**config.mk**
```make
export PLATFORM = sky130hd
export DESIGN_NAME = pc_unit
export DESIGN_NICKNAME = d
export VERILOG_FILES = /design/src/rtl/pc_unit.sv
export SDC_FILE = /design/constraint.sdc
export NUM_CORES = 1
export LEC_CHECK = 0
export CORE_AREA = 2 2 86 88
export DETAILED_ROUTE_END_ITERATION = 10
export DIE_AREA = 0 0 88 90
export PLACE_DENSITY = 0.83
export SLEW_MARGIN = 5
export SYNTH_ARGS = -nofsm -noshare
export SYNTH_HDL_FRONTEND = slang
export SYNTH_SLANG_ARGS = --single-unit
```
**constraint.sdc**
```tcl
create_clock -name clk -period 5.6 [get_ports clk]
set_input_delay 1.12 -clock clk [delete_from_list [all_inputs] [get_ports clk]]
set_output_delay 1.12 -clock clk [all_outputs]
set_load 0.005 [all_outputs]
```
**src/rtl/pc_unit.sv**
```systemverilog
// pc_unit: program counter sequencer with optional hardware return stack.
//
// Computes the next instruction fetch address each clock. Inside the RUN
// state the sources are ranked, highest first:
//   halt_req, stall, ret, call, jump, branch_take, increment.
// A small state machine (IDLE, RUN, STALL, HALT) decides when a fetch is
// valid. Every output comes straight from a register.
//
// Build option:
//   PC_RETURN_STACK_EN - when defined, adds an RS_DEPTH-entry LIFO return
//                        stack. call pushes pc+1 onto it and ret pops from it.
//                        When not defined, call behaves like jump, ret
//                        behaves like a plain increment, and rs_depth and
//                        rs_err are held at zero.
//
// Parameters:
//   RESET_VECTOR - value loaded into pc while reset is asserted
//   RS_DEPTH     - number of return-stack entries (2 or 4, so that the
//                  occupancy fits in the 3-bit rs_depth output)
//
// Ports:
//   clk          in   rising-edge clock
//   rst_n        in   asynchronous active-low reset
//   stall        in   hold pc this cycle
//   jump         in   load jump_addr
//   jump_addr    in   16-bit absolute target, used by jump and call
//   branch_take  in   take the PC-relative branch
//   branch_off   in   8-bit signed word offset
//   call         in   subroutine call to jump_addr
//   ret          in   return to the address on top of the return stack
//   halt_req     in   enter HALT
//   resume       in   leave HALT
//   pc           out  current fetch address
//   fetch_valid  out  high exactly while the block is in RUN
//   halted       out  high while the block is in HALT
//   instr_count  out  saturating count of pc changes made in RUN
//   rs_depth     out  current return-stack occupancy
//   rs_err       out  sticky return-stack overflow/underflow flag
module pc_unit #(
  parameter logic [15:0] RESET_VECTOR = 16'h0000,
  parameter int          RS_DEPTH     = 4
) (
  input  logic        clk,
  input  logic        rst_n,
  input  logic        stall,
  input  logic        jump,
  input  logic [15:0] jump_addr,
  input  logic        branch_take,
  input  logic [7:0]  branch_off,
  input  logic        call,
  input  logic        ret,
  input  logic        halt_req,
  input  logic        resume,
  output logic [15:0] pc,
  output logic        fetch_valid,
  output logic        halted,
  output logic [15:0] instr_count,
  output logic [2:0]  rs_depth,
  output logic        rs_err
);

  // rs_depth is only 3 bits wide, and the stack pointer wraps by plain
  // binary overflow, so the depth must be a power of two no larger than 4.
  if ((RS_DEPTH < 2) || (RS_DEPTH > 4) || ((RS_DEPTH & (RS_DEPTH - 1)) != 0)) begin : g_bad_depth
    $error("pc_unit: RS_DEPTH must be 2 or 4");
  end

  typedef enum logic [1:0] {
    IDLE  = 2'd0,
    RUN   = 2'd1,
    STALL = 2'd2,
    HALT  = 2'd3
  } state_t;

  state_t      state;
  state_t      state_nxt;
  logic [15:0] pc_nxt;
  logic [15:0] pc_inc;
  logic [15:0] br_target;
  logic [15:0] count_nxt;

`ifdef PC_RETURN_STACK_EN
  localparam int PW = $clog2(RS_DEPTH);
  localparam int CW = $clog2(RS_DEPTH + 1);
  localparam logic [CW-1:0] RS_FULL = CW'(RS_DEPTH);

  logic [15:0]   rs_mem [RS_DEPTH];
  logic [PW-1:0] rs_top_idx;
  logic [PW-1:0] rs_push_idx;
  logic [CW-1:0] rs_cnt;
  logic [15:0]   rs_top;
  logic          rs_push;
  logic          rs_pop;
  logic          rs_err_set;

  // The stack is a circular buffer. When it is full, a push lands on the
  // oldest entry, so the newest RS_DEPTH return addresses are always kept.
  assign rs_push_idx = rs_top_idx + PW'(1);
  assign rs_top      = rs_mem[rs_top_idx];
`endif

  assign pc_inc    = pc + 16'd1;
  assign br_target = pc_inc + {{8{branch_off[7]}}, branch_off};

  always_comb begin
    state_nxt  = state;
    pc_nxt     = pc;
`ifdef PC_RETURN_STACK_EN
    rs_push    = 1'b0;
    rs_pop     = 1'b0;
    rs_err_set = 1'b0;
`endif
    unique case (state)
      IDLE: state_nxt = RUN;
      RUN: begin
        if (halt_req) begin
          state_nxt = HALT;
        end else if (stall) begin
          state_nxt = STALL;
        end else if (ret) begin
`ifdef PC_RETURN_STACK_EN
          // A return with an empty stack still moves forward, but it is
          // recorded as an error.
          if (rs_cnt == '0) begin
            pc_nxt     = pc_inc;
            rs_err_set = 1'b1;
          end else begin
            pc_nxt = rs_top;
            rs_pop = 1'b1;
          end
`else
          pc_nxt = pc_inc;
`endif
        end else if (call) begin
          pc_nxt = jump_addr;
`ifdef PC_RETURN_STACK_EN
          rs_push = 1'b1;
`endif
        end else if (jump) begin
          pc_nxt = jump_addr;
        end else if (branch_take) begin
          pc_nxt = br_target;
        end else begin
          pc_nxt = pc_inc;
        end
      end
      // Leaving STALL re-enters RUN with pc unchanged. The held address
      // is then fetched again, this time with fetch_valid asserted.
      STALL: begin
        if (halt_req) begin
          state_nxt = HALT;
        end else if (!stall) begin
          state_nxt = RUN;
        end
      end
      HALT: begin
        if (resume && !halt_req) begin
          state_nxt = RUN;
        end
      end
      default: state_nxt = IDLE;
    endcase
  end

  // Only real changes of pc are counted, so a jump to the current address
  // does not advance the count. The count stops at all-ones.
  always_comb begin
    count_nxt = instr_count;
    if ((state == RUN) && (pc_nxt != pc) && (instr_count != 16'hFFFF)) begin
      count_nxt = instr_count + 16'd1;
    end
  end

  always_ff @(posedge clk or negedge rst_n) begin
    if (!rst_n) begin
      state       <= IDLE;
      pc          <= RESET_VECTOR;
      fetch_valid <= 1'b0;
      halted      <= 1'b0;
      instr_count <= 16'h0000;
    end else begin
      state       <= state_nxt;
      pc          <= pc_nxt;
      fetch_valid <= (state_nxt == RUN);
      halted      <= (state_nxt == HALT);
      instr_count <= count_nxt;
    end
  end

`ifdef PC_RETURN_STACK_EN
  always_ff @(posedge clk or negedge rst_n) begin
    if (!rst_n) begin
      for (int i = 0; i < RS_DEPTH; i++) begin
        rs_mem[i] <= 16'h0000;
      end
      rs_top_idx <= '0;
      rs_cnt     <= '0;
      rs_err     <= 1'b0;
    end else begin
      if (rs_push) begin
        rs_mem[rs_push_idx] <= pc_inc;
        rs_top_idx          <= rs_push_idx;
        if (rs_cnt == RS_FULL) begin
          rs_err <= 1'b1;
        end else begin
          rs_cnt <= rs_cnt + CW'(1);
        end
      end else if (rs_pop) begin
        rs_top_idx <= rs_top_idx - PW'(1);
        rs_cnt     <= rs_cnt - CW'(1);
      end
      if (rs_err_set) begin
        rs_err <= 1'b1;
      end
    end
  end

  assign rs_depth = 3'(rs_cnt);
`else
  assign rs_depth = 3'd0;
  assign rs_err   = 1'b0;
`endif

endmodule

```
# --- Word-level counts from Yosys, hierarchy flattened ---
# Index checks and enable logic that the tools add are counted.
word_totals:
  regBits: 36
  inputBits: 33
  word_cells: 33
op_classes:
  add_sub_neg: 3
  eq_ne: 7
  muxes: 13
  reduce_logical: 5
op_table:
  columns: ["cell", "count"]
  rows:
  - ["$mux W16", 7]
  - ["$add A16 B1 Y16 const B", 2]
  - ["$add A16 B16 Y16", 1]
  - ["$ne A16 B16 Y1", 1]
  - ["$ne A16 B16 Y1 const B", 1]
  - ["$mux W2", 5]
  - ["$pmux W2 S4", 1]
  - ["$eq A2 B2 Y1 const B", 3]
  - ["$eq A2 B1 Y1 const B", 2]
  - ["$logic_and A1 B1 Y1", 3]
  - ["$logic_not A2 Y1", 1]
  - ["$logic_not A1 Y1", 1]

# --- Logic depth before layout (Yosys ltp) ---
# Gate-level depths: netlist (run 1).
depth:
  depth_word: 12
  depth_mapped: 19
  ltp_nobuf: 17

# --- Worst setup path before layout (run 1) ---
# Ideal clock, no wire load.
synth_path:
  kind: "flip-flop to flip-flop"
  startpoint: "reg pc[0]"
  endpoint: "reg instr_count[1]"
  setup_ns: 0.125
  t_arrival_ns: 3.824
  required_time_ns: 5.475
  setup_slack_ns: 1.651
  path_stages_with_launch: 18
  path_buffers: 1
  synth_period_minus_slack_ns: 3.949
  path_cell_list: "dfrtp_1 -> ha_1 -> nand3_4 -> or3_1 -> nand2_1 -> ha_1 -> clkbuf_1 -> a21o_1 -> a2111oi_0 -> a211o_1 -> a211o_1 -> nor3_1 -> a21o_1 -> a2111o_1 -> nor3_2 -> o21ai_2 -> and2_4 -> mux2_4"
synth_between:
  elab_chain_len: 12
synth_lines:
  columns: ["element", "line_no", "rtl"]
  rows:
  - ["start, declared", "54", "output logic [15:0] pc,"]
  - ["start signal, assigned", "183", "pc <= pc_nxt;"]
  - ["$add A16 B1 Y16", "102", "assign pc_inc = pc + 16'd1;"]
  - ["$add A16 B16 Y16", "103", "assign br_target = pc_inc + {{8{branch_off[7]}}, branch_off};"]
  - ["$mux W16", "141", "end else if (branch_take) begin"]
  - ["$mux W16", "139", "end else if (jump) begin"]
  - ["$mux W16", "134", "end else if (call) begin"]
  - ["$mux W16", "120", "end else if (ret) begin"]
  - ["$mux W16", "118", "end else if (stall) begin"]
  - ["$mux W16", "116", "if (halt_req) begin"]
  - ["$mux W16", "113", "unique case (state)"]
  - ["$ne A16 B16 Y1 *", "169", "if ((state == RUN) && (pc_nxt != pc) && (instr_count != 16'hFFFF)) begin"]
  - ["$logic_and A1 B1 Y1 * (2 in series)", "169", null]
  - ["end signal, assigned", "186", "instr_count <= count_nxt;"]
  - ["end, declared", "57", "output logic [15:0] instr_count,"]
# Mark *: on every way between the ends. The rest lies on a longest branch, timed or not.
# A chain may end at the register's enable or synchronous reset.

# --- Final worst setup path (run 1) ---
# Same ends and word-level chain as after synthesis.

==> results of run 1 <==
cells in the final DEF (no fill, tap or decap), types with 7 or more instances in the layout:
cell	instances
a21o_1	7
clkdlybuf4s50_1	65
xnor2_1	25
inv_1	16
nand4_1	12
nor3_1	16
a21oi_1	35
nand3_1	28
nand2_1	41
xor2_1	9
and3_1	12
ha_1	21
o31ai_1	7
dfrtp_1	36
o21ai_0	23
nor2_1	30
layout make-up:
class	instances	area, um2	share of cell area, %
clock inverters	2	13.8	0.308
well taps	99	124	2.78
repair buffers	72	701	15.7
multi-input cells	385	2580	57.8
inverters	16	60.1	1.35
flip-flops and latches	36	901	20.2
clock buffers	6	82.6	1.85
worst max-delay path: stages (launching register included):
cell     delay (ns)
dfrtp_1        0.49
ha_1           0.36
nand3_4        0.17
nor2_1         0.33
nand3_1        0.19
xnor2_1        0.21
ha_1           0.43
nand2_1        0.10
o31ai_1        0.38
o22a_1         0.18
o21ai_1        0.10
or4b_1         0.52
nand4_1        0.15
nor3_2         0.07
o21ai_2        0.31
and2_4         0.24
mux2_4         0.29
path summary, 6_finish.rpt:
check | slack [ns] | to | from | cells after the start
max in group asynchronous | 4.13 | instr_count[7]$_DFFE_PN0P_ | rst_n | 1
hold / removal | 0.49 | instr_count[6]$_DFFE_PN0P_ | instr_count[6]$_DFFE_PN0P_ | 1
setup reg to reg | 0.97 | instr_count[1]$_DFFE_PN0P_ | pc[0]$_DFF_PN0_ | 16
hold reg to reg | 0.49 | instr_count[6]$_DFFE_PN0P_ | instr_count[6]$_DFFE_PN0P_ | 1
min in group asynchronous | 0.91 | pc[4]$_DFF_PN0_ | rst_n | 1
setup / recovery | 0.97 | instr_count[1]$_DFFE_PN0P_ | pc[0]$_DFF_PN0_ | 16
sequential cells by signal (all words and copies together), names as in the netlist:
register	cells
instr_count	16
fetch_valid	1
state	2
pc	16
halted	1
where the power goes:
group	total (mW)	leakage (nW)	internal (mW)	switching, mW
sequential	0.475	0.452	0.329	0.146
combinational	1.06	1.33	0.503	0.561
clock	0.206	0.0516	0.101	0.106
total	1.75	1.84	0.933	0.813
routing by layer:
| metal | wire length (um) | vias up | track usage (%) |
|---|---|---|---|
| met1 | 4670 | 1816 | 40.0 |
| li1 | - | 1824 | - |
| met3 | 1060 | 30 | 6.52 |
| met4 | 211 | 0 | 7.31 |
| met5 | 0 | - | 0 |
| met2 | 5050 | 241 | 42.0 |
through the flow:
stage	worst slack (ns)	hold WS [ns]	std cells	util, %
after floorplan	1.65	0.480	463	-
final	0.967	0.495	616	63.6
after detailed placement	0.834	0.489	608	62.2
after CTS	1.08	0.500	616	63.6
after global placement	0.885	0.484	608	62.2
after global routing	0.539	0.528	616	63.6
kinds of logic (layout without fill, tap and decap cells):
kind of cell	Yosys count	in the layout	share of synthesized area, %
and+or+nand+nor	179	179	26.4
AOI/OAI and AO/OA	137	137	24.8
buffers and inverters	42	96	5.01
DFF	36	36	24.7
xor gates and xnor gates	35	35	8.82
adders and majority gates	22	22	7.76
muxes	8	8	2.40
other	1	4	0.103
==> impl_results.md, run 1 <==
- Status: complete, no violations
- Syn_area_per_cell: 7.93 um2
- RSZ-0062 raised after global routing: no
- First-pass GRT wire length: 17700 um
- Post-synth EDFFs: 0
- CTS Buf Count: 5
- Arrival time at the worst endpoint: 4.81 ns
- CP required: 5.77 ns
- CTS Root Cell: clkbuf_8
- Yosys top cell area share: 24.7%
- WL/cell: 17.9 um
- Max Cap Violations: 0
- I/O Buffers: 66
- Synth cell count leaders: 41 x nand2_1, 36 x dfrtp_1, 35 x a21oi_1
- Via count: 3911
- Yosys top cell by area: dfrtp_1
- Initial core utilization: 51.9%
- FFs w/ async S/R, synth: 100%
- Share of cells above drive strength 1: 5.42%
- Row count: 31
- Cells after Synth: 460
- Setup_tns: 0 ns
- Clock Path Buffers: 2
- Post-Syn Area: 3650 um2
- Clk sinks: 36
- Horiz. Die Dim: 88 um
- Vias in the first global route: 3568
- Pin count of the biggest net entering global routing: 37
- Final Skew: 0.0162 ns
- Post-Layout Inst Area: 4460 um2
- DR vias/cell: 6.35
- Post-DRT Antenna Nets: 0
- Final period util: 82.7%
- Initial antenna violation count: 0
- Fmax: 216 MHz
- Power, Total: 1.75 mW
- Count of cell types in the netlist: 77
- Residual DRC: 0
- DRT iter0 DRCs: 362
- Fill cell count: 598
- #FFs+latches synth: 36
- DP HPWL: 8470 um
- Worst-Margin Slew: 0.903 ns
- Final Net Count: 571
- IO Pins: 71
- Worst-path maximum fanout: 9
- Cell Area, Placed: 4370 um2
- Overflow after GRT: 0
- Routability Congestion: 0.970
- CP Launch Type: register
- Dominant cells by area after synthesis: dfrtp_1 25%, ha_1 7.2%, xnor2_1 6.0%, a21oi_1 4.8%, nand2_1 4.2%
- Peak VDD IR: 0.255 mV
- # resized after CTS: 0
- Pwr Density: 391 nW/um2
- Seq/Total Area, Yosys: 24.7%
- Detailed Routing Iterations Pass 1: 5
- Leak: 1.84 nW
- H-tree levels: 2
- Clock-pin slew on the worst setup and hold paths: 0.08 ns
- HP Class: reg -> reg
- CTS tree: done
- Synth Warn #: 0
- Final min period: 4.63 ns
- Setup Fix Bufs, Post-CTS: 0
- Post-synth top flop: dfrtp_1
- Area Growth Syn to Fin: 22.4%
- Worst rel slew slack: 39.6%
- Kind of critical path: reg -> reg
- Clk_lat worst skew: 0.30 ns
- Final-report setup violation count: 0
- Count leader, synth: nand2_1
- Total Die Area: 7920 um2
- Crit end category: register
- Final Hold Fails: 0
- Die Ht: 90 um
- Post-CTS Hold Fix Bufs: 0
- Pins Over Slew Limit: 0
- Placeable Area: 7020 um2
- Antenna cells: 0
- Total track usage: 27.9%
- Final wirelength: 11000 um
No activity file was read; power rests on OpenSTA's default activity.
==> inputs of run 2 (changes only) <==
Settings changed: CORE_AREA 2 2 86 88 to 2 2 91 93, DIE_AREA 0 0 88 90 to 0 0 93 95, PLACE_DENSITY 0.83 to 0.78.
Clock period 5.6 ns to 3.75 ns, I/O delays scaled along.
==> run 2 against run 1 <==
Effect of this change:
- the run now ends with negative setup slack left
- final cell count is 20% higher
- clock-buffer cell count stayed put
- critical path depth increased by 2
- largest cell class unchanged
- highest routed layer unchanged
==> impl_results.md, run 2 (synthesis gave the netlist of run 1 again) <==
- Placeable Area: 7930 um2 (+13%)
- Biggest regs: instr_count: 16 flops, pc: 16 flops, state: 2 flops
- Via count: 4488 (+15%)
- IO Pins: 71 (unchanged)
- Worst-Margin Slew: 0.799 ns (-0.104 ns)
- I/O Buffers: 66 (unchanged)
- Leak: 2.50 nW (+36%)
- WL/cell: 18.1 um (+1.1%)
- Initial core utilization: 46.0% (-5.9 points)
- Die Ht: 95 um (+5.6%)
- Clock Path Buffers: 2 (unchanged)
- Max Cap Violations: 0 (unchanged)
- Commonest non-fill, non-tap cells in the layout: 122 x buf_4, 63 x clkdlybuf4s50_1, 39 x nand2_1, 34 x dfrtp_1
- Final wirelength: 13400 um (+22%)
- Worst rel slew slack: 46.7% (+7.2 points)
- Kind of critical path: reg -> reg
- Pwr Density: 608 nW/um2 (+55%)
- Clk sinks: 36 (unchanged)
- Cell Area, Placed: 5190 um2 (+19%)
- Post-Place Cells: 721 (+19%)
- Final Net Count: 690 (+21%)
- Clk_lat worst skew: 0.29 ns (about the same)
- Total Die Area: 8840 um2 (+12%)
- Overflow after GRT: 0 (unchanged)
- Crit-path cells: nand4_1 -> nor2_2 -> nand3_1 -> xnor2_1 -> buf_4 -> ha_4 -> buf_4 -> nand2_1 -> o21ai_1 -> a41oi_2 -> nand2_1 -> o21ai_2 -> xor3_2 -> mux2i_1 -> nor4_2 -> o21ai_2 -> and2_4 -> mux2_4
- Status: finished with violations
- Detailed Routing Iterations Pass 1: 7 (+2)
- Buf/Inv on CP: 2 (+2)
- Vias in the first global route: 4302 (+21%)
- Peak VDD IR: 0.346 mV (+36%)
- Arrival time at the worst endpoint: 4.03 ns (-0.78 ns)
- Row count: 33 (+6.5%)
- Area Growth Syn to Fin: 57.1%
- CTS tree: done
- Pin count of the biggest net entering global routing: 37 (unchanged)
- Comb power frac: 72.9% (+12 points)
- Final min period: 3.85 ns (-0.784 ns)
- Slowest CP cell: dfrtp_2
- Worst-path maximum fanout: 5 (-4)
- Routability Congestion: 0.974 (+0.43%)
- Flop pwr share: 18.6% (-8.6 points)
- HP Class: reg -> reg
- Delay-heaviest family, CP: simple AND/OR/NAND/NOR gates
- Crit-path max cell delay: 0.41 ns (-0.11 ns)
- CTS Buf Count: 5 (unchanged)
- Post-CTS Hold Fix Bufs: 0 (unchanged)
- Fin util: 72.3% (+8.7 points)
- CP Launch Type: register
- H-tree levels: 2 (unchanged)
- Residual DRC: 0 (unchanged)
- DR vias/cell: 6.06 (-4.6%)
- Commonest non-fill, non-tap cell in the layout: buf_4
- RSZ-0062 raised after global routing: yes
- Pins Over Slew Limit: 0 (unchanged)
- Sw Pwr: 1.53 mW (+88%)
- Crit end category: register
- Antenna cells: 0 (unchanged)
- Final Hold Fails: 0 (unchanged)
- Share of cells above drive strength 1: 31.9% (+27 points)
- Clock network power share: 8.5% (-3.3 points)
- Clock-pin slew on the worst setup and hold paths: 0.08 ns (about the same)
- Failing checks: negative setup slack
- Power, Total: 3.48 mW (+100%)
- Internal: 1.95 mW (+110%)
- Post-Layout Inst Area: 5730 um2 (+28%)
- Total track usage: 29.8% (+1.9 points)
- CTS Root Cell: clkbuf_8
- Fmax: 260 MHz (+20%)
- Setup_tns: -0.759 ns (-0.759 ns)
- DP HPWL: 9930 um (+17%)
- Layout Cells excl Fill: 741 (+20%)
- Final Skew: 0.00436 ns (-0.0118 ns)
- Final period util: 103% (+20 points)
- R2r setup slk: -0.1 ns (-1.07 ns)
- Sw frac: 43.9% (-2.6 points)
- CP required: 3.93 ns (-1.84 ns)
- Initial antenna violation count: 0 (unchanged)
- First-pass GRT wire length: 21000 um (+19%)
- Horiz. Die Dim: 93 um (+5.7%)
- DRT iter0 DRCs: 398 (+9.9%)
- Final-report setup violation count: 14 (+14)
- Final setup margin: -0.0993 ns (-1.07 ns)
- Post-DRT Antenna Nets: 0 (unchanged)
-- run 2: changes by cell type in the layout (fill, tap and decap cells not counted), moves of 4 or more --
cell / change
a21oi_1: -10
a21oi_2: +9
buf_4: +116
ha_1: -7
ha_4: +6
nor3_1: -4
o21ai_0: -5
o21ai_2: +4
xnor2_1: -4
xnor2_2: +4
-- run 2: timing repair --
action / 4_1_cts / 5_1_grt
setup endpoints to repair: 16 / 16
pin swaps: 20 / 16
gates cloned: 0 / 1
resized for setup: 29 / 43
setup buffers: 8 / 3
-- run 2: worst reg2reg max path: cells and delay by family, from the launching register on --
kind / cells / cell delay [ns]
xor gates and xnor gates: 2 / 0.45
AOI/OAI and AO/OA: 4 / 0.61
DFF: 1 / 0.41
adders and majority gates: 1 / 0.21
muxes: 2 / 0.45
buffers and inverters: 2 / 0.33
and+or+nand+nor: 7 / 1.26
-- run 2: cell type report --
type | count | area [um2]
Clock buffer | 6 | 82.6
Tap cell | 105 | 131
Inverter | 16 | 60.1
Sequential cell | 36 | 903
Timing Repair Buffer | 191 | 1600
Multi-Input combinational cell | 385 | 2940
Clock inverter | 2 | 13.8
Fill cell | 616 | 2200
-- run 2: path summary, 6_finish.rpt --
check	start	to	cells after the start
worst max-delay path	pc[0]$_DFF_PN0_	instr_count[1]$_DFFE_PN0P_	18
worst min-delay path	instr_count[8]$_DFFE_PN0P_	instr_count[8]$_DFFE_PN0P_	1
worst max register to register	pc[0]$_DFF_PN0_	instr_count[1]$_DFFE_PN0P_	18
worst min register to register	instr_count[8]$_DFFE_PN0P_	instr_count[8]$_DFFE_PN0P_	1
max in group asynchronous	rst_n	pc[0]$_DFF_PN0_	1
min in group asynchronous	rst_n	instr_count[9]$_DFFE_PN0P_	1
-- run 2: metal layers --
layer / track usage (%) / up-vias / wire length (um)
met5: 0 / - / 0
met4: 7.60 / 0 / 380
met3: 2.79 / 41 / 969
met2: 51.0 / 242 / 6250
met1: 40.5 / 2133 / 5780
li1: - / 2072 / -
-- run 2: per-stage QoR --
stage                     hold slack, ns  setup WS, ns
final                              0.494       -0.0993
after global routing               0.532        -0.265
after global placement             0.475        -0.476
after CTS                          0.501      0.000993
after detailed placement           0.489        -0.607
after floorplan                    0.454      0.000962
-- run 2: power by group through the flow --
stage / sequential (mW) / combinational, mW / clock, mW
finish: 0.649 / 2.54 / 0.296
CTS: 0.632 / 2.31 / 0.303
global placement: 0.640 / 2.05 / 0
detailed placement: 0.644 / 2.11 / 0
floorplan: 0.628 / 1.10 / 0
global route: 0.663 / 2.72 / 0.314
==> inputs of run 3 (changes only) <==
Settings changed: CAP_MARGIN set to 25, SLEW_MARGIN 5 to 40.
==> run 3 against run 2 <==
Effect of this change:
- the flow still finishes with violations (negative setup slack)
- total power about the same
- global-route usage is the same
- fmax increased by 0.24%
- cell area is essentially flat
- clock-buffer cell count stayed put
- utilization is essentially flat
- critical path depth shrank 1
- combinational power hardly changed
- critical path type unchanged
==> impl_results.md, run 3 (synthesis gave the netlist of run 1 again) <==
- Worst-path maximum fanout: 7 (+2)
- Cell Area, Placed: 5190 um2 (unchanged)
- CTS Buf Count: 5 (unchanged)
- DRT iter0 DRCs: 395 (-0.75%)
- Share of cells above drive strength 1: 31.9% (unchanged)
- Post-DRT Antenna Nets: 0 (unchanged)
- Final Hold Fails: 0 (unchanged)
- Antenna cells: 0 (unchanged)
- Row count: 33 (unchanged)
- Final Net Count: 690 (unchanged)
- Failing checks: negative setup slack
- Commonest non-fill, non-tap cell in the layout: buf_4
- Routability Congestion: 0.974 (unchanged)
- Initial antenna violation count: 0 (unchanged)
- Fin util: 72.3% (about the same)
- CP required: 3.93 ns (about the same)
- Max Cap Violations: 0 (unchanged)
- Biggest regs: instr_count: 16 flops, pc: 16 flops, state: 2 flops
- Detailed Routing Iterations Pass 1: 5 (-2)
- Clk_lat worst skew: 0.29 ns (about the same)
- Crit end category: register
- DR vias/cell: 6.00 (-0.91%)
- Overflow after GRT: 0 (unchanged)
- Clock Path Buffers: 2 (unchanged)
- Total track usage: 29.8% (unchanged)
- Initial core utilization: 46.0% (unchanged)
- Arrival time at the worst endpoint: 4.02 ns (about the same)
- First-pass GRT wire length: 21000 um (unchanged)
- Fmax: 260 MHz (+0.24%)
- CP Launch Type: register
- Hold_ws: 0.403 ns (-0.0906 ns)
- Pwr Density: 608 nW/um2 (about the same)
- Placeable Area: 7930 um2 (unchanged)
- Post-Layout Inst Area: 5730 um2 (about the same)
- Area Growth Syn to Fin: 57.2% (about the same)
- CTS tree: done
- WL/cell: 18.0 um (-0.22%)
- RSZ-0062 raised after global routing: yes
- Worst rel slew slack: 62.9% (+16 points)
- Horiz. Die Dim: 93 um (unchanged)
- Power, Total: 3.49 mW (about the same)
- Clock-pin slew on the worst setup and hold paths: 0.08 ns (about the same)
- Total Die Area: 8840 um2 (unchanged)
- Die Ht: 95 um (unchanged)
- Final-report setup violation count: 13 (-1)
- Final setup margin: -0.0899 ns (+0.00934 ns)
- Worst-Margin Slew: 0.555 ns (-0.244 ns)
- Vias in the first global route: 4302 (unchanged)
- IO Pins: 71 (unchanged)
- Final wirelength: 13300 um (-0.22%)
- Pins Over Slew Limit: 0 (unchanged)
- Pin count of the biggest net entering global routing: 37 (unchanged)
- I/O Buffers: 66 (unchanged)
- Place WS: -0.607 ns (unchanged)
- Final min period: 3.84 ns (-0.00934 ns)
- Via count: 4447 (-0.91%)
- Final Skew: 0.00439 ns (+0.0000330 ns)
- HP Class: in -> async
- Leak: 2.50 nW (about the same)
- DP HPWL: 9930 um (unchanged)
- Post-CTS Hold Fix Bufs: 0 (unchanged)
- Residual DRC: 0 (unchanged)
- Commonest non-fill, non-tap cells in the layout: 123 x buf_4, 63 x clkdlybuf4s50_1, 39 x nand2_1, 34 x dfrtp_1
- Status: finished with violations
- H-tree levels: 2 (unchanged)
- Final period util: 102% (-0.25 points)
- CTS Root Cell: clkbuf_8
- Peak VDD IR: 0.346 mV (about the same)
- Kind of critical path: reg -> reg
- Clk sinks: 36 (unchanged)
==> run 3: cell count changes in the layout (fill, tap and decap cells not counted) <==
cell,delta
buf_2,-1
buf_4,+1
==> run 3: worst max-delay path, cell delays in order, from the launching register on <==
cell and delay [ns]:
dfrtp_2 0.41, ha_4 0.16, nand3_4 0.13, or3_4 0.43, nand2_4 0.10, ha_4 0.20, a21o_1 0.21, buf_4 0.15
nand3_1 0.08, nand2_1 0.11, nor3_1 0.22, o211ai_1 0.24, and3_1 0.26, o21ai_2 0.21, nor3_2 0.07, o21ai_2 0.25
and2_4 0.21, mux2_4 0.29
==> run 3: routing by layer <==
layer	up-vias	GRT usage [%]	wire length (um)
li1	2070	-	-
met1	2130	40.5	5820
met2	216	51.0	6280
met3	31	2.79	922
met4	0	7.60	327
met5	-	0	0
==> run 3: final timing paths <==
check	startpoint	slack, ns	end	cells after the start
setup / recovery	pc[1]$_DFF_PN0_	-0.09	instr_count[1]$_DFFE_PN0P_	17
hold / removal	rst_n	0.40	pc[14]$_DFF_PN0_	1
setup reg to reg	pc[1]$_DFF_PN0_	-0.09	instr_count[1]$_DFFE_PN0P_	17
hold reg to reg	instr_count[8]$_DFFE_PN0P_	0.49	instr_count[8]$_DFFE_PN0P_	1
max in group asynchronous	rst_n	2.99	pc[0]$_DFF_PN0_	1
min in group clk	instr_count[8]$_DFFE_PN0P_	0.49	instr_count[8]$_DFFE_PN0P_	1
==> run 3: area by class of cell <==
cell class                      count  area [um2]
Multi-Input combinational cell    385        2940
Sequential cell                    36         903
Clock inverter                      2        13.8
Clock buffer                        6        82.6
Inverter                           16        60.1
Tap cell                          105         131
Fill cell                         615        2200
Timing Repair Buffer              191        1600
==> run 3: where the power goes <==
group          switching [mW]  leakage, nW  internal (mW)
clock                   0.146       0.0516          0.150
sequential              0.155        0.449          0.495
combinational            1.23         2.00           1.31
total                    1.53         2.50           1.95
==> run 3: stage by stage <==
stage	cells	TNS [ns]
floorplan	463	0
global placement	721	-5.93
detailed placement	721	-8.17
CTS	737	0
global route	741	-3.71
finish	741	-0.664
==> run 3: repair_timing <==
item,4_1_cts,5_1_grt
endpoints found under the setup margin,16,16
buffers inserted,8,3
pin swaps,20,16
cloned,0,1
resized for setup,29,43
